## config.mk

```make
export PLATFORM = sky130hd
export DESIGN_NAME = buzzer_sequencer
export DESIGN_NICKNAME = d
export VERILOG_FILES = /design/src/rtl/buzzer_sequencer.sv
export SDC_FILE = /design/constraint.sdc
export NUM_CORES = 1
export LEC_CHECK = 0
export BUFFER_PORTS_ARGS = -buffer_cell sky130_fd_sc_hd__buf_2
export CAP_MARGIN = 20
export CORE_MARGIN = 5
export CORE_UTILIZATION = 61
export DETAILED_ROUTE_END_ITERATION = 10
export PLACE_DENSITY = 0.88
export RECOVER_POWER = 100
export SYNTH_ARGS = -nofsm -noshare
export SYNTH_HDL_FRONTEND = slang
export SYNTH_SLANG_ARGS = --single-unit
```

## constraint.sdc

```tcl
create_clock -name clock -period 5.2 [get_ports clock]
set_input_delay 0.52 -clock clock [delete_from_list [all_inputs] [get_ports clock]]
set_output_delay 0.52 -clock clock [all_outputs]
set_load 0.01 [all_outputs]
```

## src/rtl/buzzer_sequencer.sv

```systemverilog
`default_nettype none
// ============================================================================
// Module      : buzzer_sequencer
// Description : Memory-mapped note FIFO driving a square-wave buzzer; the
//               optional irq output is built when BUZZER_SEQUENCER_IRQ_EN is
//               defined.
// Revision    : 1.0 - initial release
// ============================================================================
module buzzer_sequencer #(
    parameter int          FIFO_DEPTH     = 4,
    parameter logic [15:0] TICK_DIV_RESET = 16'd3000
) (
    input  logic        clock,
    input  logic        n_reset,
    input  logic        cs,
    input  logic        read,
    input  logic        write,
    input  logic [15:0] low_address,
    input  logic [31:0] data_in,
    output logic [31:0] data_out,
    output logic        buzzer
`ifdef BUZZER_SEQUENCER_IRQ_EN
    ,
    output logic        irq
`endif
);

    localparam int           AW          = (FIFO_DEPTH > 1) ? $clog2(FIFO_DEPTH) : 1;
    localparam logic [AW:0]  c_DEPTH     = (AW+1)'(FIFO_DEPTH);
    localparam logic [1:0]   c_ADDR_NOTE = 2'd0;
    localparam logic [1:0]   c_ADDR_STAT = 2'd1;
    localparam logic [1:0]   c_ADDR_CTRL = 2'd2;
    localparam logic [1:0]   c_ADDR_TDIV = 2'd3;

    typedef enum logic [1:0] {
        IDLE = 2'd0,
        LOAD = 2'd1,
        PLAY = 2'd2
    } state_t;

    state_t        state_q;
    logic [31:0]   mem_q [FIFO_DEPTH];
    logic [AW-1:0] wr_ptr_q;
    logic [AW-1:0] rd_ptr_q;
    logic [AW:0]   count_q;
    logic [AW:0]   count_d;
    logic          overflow_q;
    logic          enable_q;
    logic [15:0]   tick_div_q;
    logic [31:0]   note_q;
    logic [15:0]   dur_cnt_q;
    logic [15:0]   hp_cnt_q;
    logic [15:0]   presc_q;
    logic          buzzer_q;
    logic          w_irq_en_rd;

    logic [1:0]  w_sel;
    logic        w_note_wr;
    logic        w_ctrl_wr;
    logic        w_tdiv_wr;
    logic        w_flush;
    logic        w_ovf_clr;
    logic        w_empty;
    logic        w_full;
    logic        w_abort;
    logic        w_pop;
    logic        w_push;
    logic        w_push_ok;
    logic        w_push_drop;
    logic [15:0] w_tdiv_eff;
    logic [31:0] w_status;
    logic        w_unused_addr;

    assign w_sel         = low_address[3:2];
    assign w_unused_addr = &{1'b0, low_address[15:4], low_address[1:0]};
    assign w_note_wr     = cs && write && (w_sel == c_ADDR_NOTE);
    assign w_ctrl_wr     = cs && write && (w_sel == c_ADDR_CTRL);
    assign w_tdiv_wr     = cs && write && (w_sel == c_ADDR_TDIV);
    assign w_flush       = w_ctrl_wr && data_in[1];
    assign w_ovf_clr     = w_ctrl_wr && data_in[2];
    assign w_empty       = (count_q == '0);
    assign w_full        = (count_q == c_DEPTH);
    // Any enable clear or flush aborts playback on this very edge.
    assign w_abort       = !enable_q || (w_ctrl_wr && (!data_in[0] || data_in[1]));
    assign w_pop         = (state_q == IDLE) && !w_empty && !w_abort;
    assign w_push        = w_note_wr && !w_flush;
    assign w_push_ok     = w_push && (!w_full || w_pop);
    assign w_push_drop   = w_push && w_full && !w_pop;
    assign w_tdiv_eff    = (tick_div_q == 16'd0) ? 16'd1 : tick_div_q;
    assign buzzer        = buzzer_q;

    always_comb begin
        count_d = count_q;
        case ({w_push_ok, w_pop})
            2'b10:   count_d = count_q + 1'b1;
            2'b01:   count_d = count_q - 1'b1;
            default: count_d = count_q;
        endcase
    end

    always_ff @(posedge clock) begin
        if (w_push_ok) begin
            mem_q[wr_ptr_q] <= data_in;
        end
    end

    always_ff @(posedge clock or negedge n_reset) begin
        if (!n_reset) begin
            wr_ptr_q   <= '0;
            rd_ptr_q   <= '0;
            count_q    <= '0;
            overflow_q <= 1'b0;
            enable_q   <= 1'b0;
            tick_div_q <= TICK_DIV_RESET;
        end else begin
            if (w_flush) begin
                wr_ptr_q <= '0;
                rd_ptr_q <= '0;
                count_q  <= '0;
            end else begin
                if (w_push_ok) wr_ptr_q <= wr_ptr_q + AW'(1);
                if (w_pop)     rd_ptr_q <= rd_ptr_q + AW'(1);
                count_q <= count_d;
            end
            if (w_push_drop)    overflow_q <= 1'b1;
            else if (w_ovf_clr) overflow_q <= 1'b0;
            if (w_ctrl_wr) enable_q   <= data_in[0];
            if (w_tdiv_wr) tick_div_q <= data_in[15:0];
        end
    end

    always_ff @(posedge clock or negedge n_reset) begin
        if (!n_reset) begin
            state_q   <= IDLE;
            note_q    <= '0;
            dur_cnt_q <= '0;
            hp_cnt_q  <= '0;
            presc_q   <= '0;
            buzzer_q  <= 1'b0;
        end else if (w_abort) begin
            state_q  <= IDLE;
            buzzer_q <= 1'b0;
        end else begin
            case (state_q)
                IDLE: begin
                    buzzer_q <= 1'b0;
                    if (w_pop) begin
                        note_q  <= mem_q[rd_ptr_q];
                        state_q <= LOAD;
                    end
                end
                LOAD: begin
                    buzzer_q  <= 1'b0;
                    dur_cnt_q <= note_q[31:16];
                    hp_cnt_q  <= note_q[15:0];
                    presc_q   <= w_tdiv_eff - 16'd1;
                    state_q   <= (note_q[31:16] == 16'd0) ? IDLE : PLAY;
                end
                PLAY: begin
                    if (note_q[15:0] == 16'd0) begin
                        buzzer_q <= 1'b0;
                    end else if (hp_cnt_q == 16'd1) begin
                        buzzer_q <= ~buzzer_q;
                        hp_cnt_q <= note_q[15:0];
                    end else begin
                        hp_cnt_q <= hp_cnt_q - 16'd1;
                    end
                    // End of note overrides any toggle on the same edge.
                    if (presc_q == 16'd0) begin
                        presc_q   <= w_tdiv_eff - 16'd1;
                        dur_cnt_q <= dur_cnt_q - 16'd1;
                        if (dur_cnt_q == 16'd1) begin
                            state_q  <= IDLE;
                            buzzer_q <= 1'b0;
                        end
                    end else begin
                        presc_q <= presc_q - 16'd1;
                    end
                end
                default: begin
                    state_q  <= IDLE;
                    buzzer_q <= 1'b0;
                end
            endcase
        end
    end

`ifdef BUZZER_SEQUENCER_IRQ_EN
    logic irq_en_q;
    logic irq_q;

    always_ff @(posedge clock or negedge n_reset) begin
        if (!n_reset) begin
            irq_en_q <= 1'b0;
            irq_q    <= 1'b0;
        end else begin
            if (w_ctrl_wr) irq_en_q <= data_in[3];
            irq_q <= irq_en_q && w_empty && (state_q == IDLE);
        end
    end

    assign w_irq_en_rd = irq_en_q;
    assign irq         = irq_q;
`else
    assign w_irq_en_rd = 1'b0;
`endif

    assign w_status = {23'd0, overflow_q, 4'(count_q), 1'b0,
                       w_empty, w_full, (state_q != IDLE)};

    always_comb begin
        data_out = 32'd0;
        if (cs && read) begin
            case (w_sel)
                c_ADDR_STAT: data_out = w_status;
                c_ADDR_CTRL: data_out = {28'd0, w_irq_en_rd, 2'b00, enable_q};
                c_ADDR_TDIV: data_out = {16'd0, tick_div_q};
                default:     data_out = 32'd0;
            endcase
        end
    end

endmodule
`default_nettype wire

```

== After elaboration in Yosys (flattened, before gate mapping) ==
Memory sizes are Yosys's and may differ from the RTL's. A register that Yosys moved wholly into a read port is not among the register bits.
Index checks and enable logic that the tools add are counted.

* Flip-flop bits (word level): 76
* Bits in writable memories: 128
* Input bits: 53
* Output and inout port bits: 33
* Word-level logic and storage cells: 112
* Memories kept: 1

* Add/subtract/negate cells: 8
* Equality and inequality tests: 15
* Mux-type cells: 32
* Bitwise gates (word level): 2
* Reduce and logical (&&, ||, !) cells: 43

{| class="wikitable"
|+ Memory list
! memory !! words !! bits a word !! rd ports !! clocked after memory_dff !! write ports !! line !! RTL
|-
| mem_q || 4 || 32 || 1 || 1 || 1 || 42 || <nowiki>logic [31:0] mem_q [FIFO_DEPTH];</nowiki>
|}

{| class="wikitable"
|+ Operators by type and width
! cell !! number
|-
| $mux 16 || 6
|-
| $pmux 16 s2 || 3
|-
| $logic_not 16->1 || 4
|-
| $sub 16x1->16 const B || 4
|-
| $pmux 16 s3 || 1
|-
| $eq 16x1->1 const B || 2
|-
| $mux 2 || 9
|-
| $logic_and 1x1->1 || 14
|-
| $reduce_and 3->1 || 4
|-
| $mux 1 || 10
|-
| $reduce_bool 2->1 || 5
|-
| $ne 3x3->1 const B || 3
|-
| $eq 2x2->1 const B || 4
|-
| $logic_not 1->1 || 8
|-
| $eq 2x1->1 const B || 3
|-
| $pmux 2 s3 || 1
|-
| $pmux 3 s2 || 1
|-
| $add 2x1->2 const B || 2
|-
| $logic_not 2->1 || 2
|-
| $ne 2x2->1 const B || 2
|-
| $add 3x1->3 const B || 1
|-
| $eq 3x3->1 const B || 1
|-
| $logic_not 3->1 || 1
|-
| $logic_or 1x1->1 || 3
|-
| other kinds (5) || 6
|}

== Logic depth before layout (Yosys ltp) ==
* Depth after elaboration: 11
* Mapped depth: 12

== Worst setup path after synthesis ==
OpenSTA, ideal clock, no wires.

* Path type: reg2reg
* From: reg tick_div_q[11]
* To: reg presc_q[12]
* Setup time: 0.077 ns
* Arrival: 2.536 ns
* Path slack: 2.587 ns
* Cell stages (with the launch flop): 13
* Period minus slack after synthesis: 2.613 ns
* Cells stage by stage: dfstp_2 clkbuf_1 nor4_1 nand2_1 nor2_1 or2_2 inv_1 ha_1 nor3b_2 nand3_1 or4_1 and3_1 o21ai_1

* Word-level cells in the longest chain between the ends: 5

{| class="wikitable"
|+ RTL lines
! item !! line !! RTL
|-
| start: declaration || 49 || <nowiki>logic [15:0] tick_div_q;</nowiki>
|-
| start signal: assignment || 128 || <nowiki>if (w_tdiv_wr) tick_div_q <= data_in[15:0];</nowiki>
|-
| $logic_not 16->1 || 89 || <nowiki>assign w_tdiv_eff = (tick_div_q == 16'd0) ? 16'd1 : tick_div_q;</nowiki>
|-
| $mux 16 (*) || 89 ||
|-
| $sub 16x1->16 (*) || 156, 170 ||
|-
| $mux 16 || 169 || <nowiki>if (presc_q == 16'd0) begin</nowiki>
|-
| $pmux 16 s2 (*) || 144 || <nowiki>case (state_q)</nowiki>
|-
| end signal: assignment || 156 || <nowiki>presc_q <= w_tdiv_eff - 16'd1;</nowiki>
|-
| end signal: assignment || 170 || <nowiki>presc_q <= w_tdiv_eff - 16'd1;</nowiki>
|-
| end signal: assignment || 177 || <nowiki>presc_q <= presc_q - 16'd1;</nowiki>
|-
| end: declaration || 53 || <nowiki>logic [15:0] presc_q;</nowiki>
|}

Every way passes the cells marked *; elsewhere a longest branch is shown, timed or not.
A chain may end at the register's enable or synchronous reset.

== Worst setup path in the final report ==
* From: in data_in[0]
* To: mem mem_q[2][23] (enable)

* Word-level cells in the longest chain between the ends: 10

{| class="wikitable"
|+ RTL lines
! item !! line !! RTL
|-
| start: declaration || 19 || <nowiki>input logic [31:0] data_in,</nowiki>
|-
| $logic_not 1->1 || 84 || <nowiki>assign w_abort = !enable_q || (w_ctrl_wr && (!data_in[0] || data_in[1]));</nowiki>
|-
| $logic_or 1x1->1 || 84 ||
|-
| $logic_and 1x1->1 || 84 ||
|-
| $logic_or 1x1->1 || 84 ||
|-
| $logic_not 1->1 || 85 || <nowiki>assign w_pop = (state_q == IDLE) && !w_empty && !w_abort;</nowiki>
|-
| $logic_and 1x1->1 || 85 ||
|-
| $logic_or 1x1->1 || 87 || <nowiki>assign w_push_ok = w_push && (!w_full || w_pop);</nowiki>
|-
| $logic_and 1x1->1 || 87 ||
|-
| $mux 1 || 102 || <nowiki>if (w_push_ok) begin</nowiki>
|-
| $mux 1 (implied by the code) || 103 || <nowiki>mem_q[wr_ptr_q] <= data_in;</nowiki>
|-
| end: declaration || 42 ||
|}

No other way between the ends.

==> impl_metrics.py <==
metrics = {
    "outcome": {
        "status": "finished with violations",
        "violations": "capacitance limit, slew limit",
    },
    "cells_and_area": {
        "final_nets": 1043,
        "final-seq-area_sq_um": 6560,
        "num_antenna_cells": 0,
        "final_non_filler_cells": 1222,
        "layout_cells_sized_above_1_pct": 12.5,
        "multi_input_area_sq_um": 4320,
        "fin_util_pct": 68.1,
        "area_growth_syn_to_layout_pct": 9.22,
        "nFillCells": 1179,
    },
    "global_route": {
        "grt_start_max_net_pins": 73,
        "grt_first_pass_wirelength_mm": 45.1,
        "antenna_found_initial": 0,
        "first_global_vias": 8012,
        "track_usage_pct": 26.2,
        "globalRoute.totalOverflow": 0,
    },
    "clocking": {
        "tritoncts_buffers": 24,
        "cts_htree_levels": 1,
        "post_cts_setup_bufs": 0,
        "clock_tree_from_tritoncts": "done",
        "tritoncts_num_sinks": 236,
        "cts_hold_repair.buffers": 0,
        "insertion_delay_ns": 0.51,
        "clockBufferDepth": 3,
        "cts.clk_slew.worst_paths_ns": 0.06,
        "post_cts_resize_count": 0,
        "root_buffer": "sky130_fd_sc_hd__clkbuf_16",
    },
    "sta": {
        "achievable-frequency_mhz": 248,
        "setup_viol": 0,
        "tightestPinTransition_ns": 2.17,
        "finalHoldWorstSlack_ns": 0.131,
        "rsz0062_at_grt": "false",
        "worst_case_clock_skew_ns": 0.0106,
        "tcrit_tclk_final_pct": 77.5,
        "final.min_clock_period_ns": 4.03,
        "finalHoldViolations": 0,
        "slew_violations": 211,
        "timing.setup.tns_ns": 0,
        "timing.slew.headroom_pct": -44.8,
    },
    "routing": {
        "drcViolationCount": 0,
        "detail_route.vias_per_cell": 6.74,
        "vias": 8231,
        "detailedRoute.firstIterationViolations": 1329,
        "detail_route.wl_per_cell_um": 23.1,
        "postRouteAntennaNets": 0,
        "wirelength_mm": 28.2,
        "dr.pass1.iters": 6,
    },
    "critical_path": {
        "setup.worst_path.class": "in -> reg",
        "required_ns": 5.32,
        "crit_path_max_fanout": 20,
        "timing.critical_path.arrival_ns": 4.15,
        "crit_path_end_kind": "register",
        "critical_path.startpoint_type": "input pin",
    },
    "yosys": {
        "synthesis.area_sq_um": 11300,
        "synth-seq-area-share_pct": 58.1,
        "syn_inst": 929,
        "syn_avg_cell_area_sq_um": 12.1,
        "synth.yosys.warnings": 0,
        "yosys_most_used_dff": "sky130_fd_sc_hd__edfxtp_1",
        "synth-async-reset-ratio_pct": 45.8,
        "ys_types": 87,
        "synth-edff-count": 128,
        "count_of_state_elements_after_synthesis": 236,
    },
    "floorplan": {
        "core.rowCount": 49,
        "chipWidth_um": 146,
        "core_area_sq_um": 18100,
        "die_height_um": 146,
        "die_area_sq_um": 21300,
        "boundaryPins": 86,
        "initial_core_util_pct": 62.4,
    },
    "pwr": {
        "pwr_density_cell_nw_per_um2": 524,
        "power.static_leakage_nw": 4.51,
        "vdd_drop_max_v": 0.000466,
        "total_power_mw": 6.46,
    },
    "run": {
        "timing.max_cap.violations": 7,
    },
    "placed_design": {
        "placement.io_buffers": 55,
        "place_congestion": 0.875,
        "dpl.cell_count": 1178,
        "place.detailed.hpwl_mm": 16.9,
    },
    "min_path": {
        "class_of_the_most_critical_hold_timing_path": "in -> async",
    },
}
## state kept, by name, indices dropped and copies added, names as in the netlist
signal and count:
mem_q 128, note_q 32, dur_cnt_q 16, hp_cnt_q 16, presc_q 16, tick_div_q 16, count_q 3, rd_ptr_q 2
state_q 2, wr_ptr_q 2, buzzer 1, enable_q 1, overflow_q 1
## report_power, final
| part | internal, mW | total, mW | switching (mW) | leakage, nW |
|---|---|---|---|---|
| clock | 1.03 | 1.75 | 0.725 | 0.380 |
| combinational | 0.779 | 1.76 | 0.980 | 1.67 |
| sequential | 2.38 | 2.95 | 0.567 | 2.46 |
## synthesized netlist by cell type, drive strengths merged (20+ instances only)
| library cell | n | area [sq um] |
|---|---|---|
| nand2 | 139 | 524 |
| clkbuf | 27 | 103 |
| inv | 20 | 75.1 |
| mux4 | 32 | 721 |
| dfrtp | 101 | 2530 |
| o21ai | 42 | 210 |
| nor2 | 46 | 173 |
| nor4 | 22 | 189 |
| buf | 35 | 231 |
| nor3 | 38 | 211 |
| a21oi | 42 | 218 |
| edfxtp | 128 | 3840 |
## metal layers
metal	routed length, um	part of all wire [%]	vias to the layer above	global-route usage (%)
met1	10400	37	4016	35.1
met4	1140	4.0	0	9.55
met3	3050	11	103	5.57
li1	-	-	3550	-
met2	13500	48	562	42.8
met5	0	0	-	0
## per-stage QoR
stage	worst slack, ns	area [sq um]
after floorplan	2.59	11300
after global placement	1.94	11700
after detailed placement	1.91	11700
after CTS	2.10	12500
after global routing	1.08	12300
final	1.17	12300
## worst paths after layout
path                                          start                          to  slack, ns  depth (start not counted)
max reg2reg                  state_q[0]$_DFFE_PN0P_      mem_q[2][23]$_DFFE_PP_       1.23                          6
min reg2reg                dur_cnt_q[8]$_DFFE_PN0P_    dur_cnt_q[8]$_DFFE_PN0P_       0.51                          2
min in group clock                      data_in[18]      mem_q[1][18]$_DFFE_PP_       0.27                          1
max                                      data_in[0]      mem_q[2][23]$_DFFE_PP_       1.17                          6
max in group asynchronous                   n_reset     hp_cnt_q[5]$_DFFE_PN0P_       2.66                          2
min                                         n_reset  tick_div_q[13]$_DFFE_PN0P_       0.13                          1
## worst max-delay path, cell delays in order
cell and delay, ns:
sky130_fd_sc_hd__clkbuf_1 0.44, sky130_fd_sc_hd__nor2b_1 0.37, sky130_fd_sc_hd__o211ai_1 0.28, sky130_fd_sc_hd__a21oi_1 0.63, sky130_fd_sc_hd__and2_0 0.91, sky130_fd_sc_hd__clkbuf_1 0.97
## final cells by class
type	instances	area share (%)
clock buffers	28	5.17
flip-flops and latches	236	53.2
inverters	21	0.640
clock inverters	16	1.29
multi-input cells	625	35.1
repair buffers	67	2.30
well taps	229	2.33
## cells in the final DEF, fill, tap and decap left out, drive strengths merged, types with 14 or more instances in the layout
master,Yosys,layout
clkbuf,27,84
nor3,38,38
nor2,46,46
o21ai,42,42
inv,20,21
nand3,18,18
nor4,22,22
and3,15,15
conb,1,16
nand2,139,139
dfrtp,101,101
mux4,32,32
a21oi,42,42
ha,14,14
mux2,18,18
edfxtp,128,128
## kinds of logic (layout without fill, tap and decap cells)
logic type | count (synthesis) | after routing | synth area share [%]
and+or+nand+nor | 350 | 350 | 16.4
DFF | 236 | 236 | 58.1
AOI/OAI and AO/OA | 170 | 170 | 9.94
buffers and inverters | 83 | 132 | 3.66
muxes | 61 | 61 | 9.16
adders and majority gates | 15 | 15 | 1.73
xor gates and xnor gates | 13 | 13 | 1.01
other | 1 | 16 | 0.0332
Note: power is estimated with default switching activity, not from simulation.
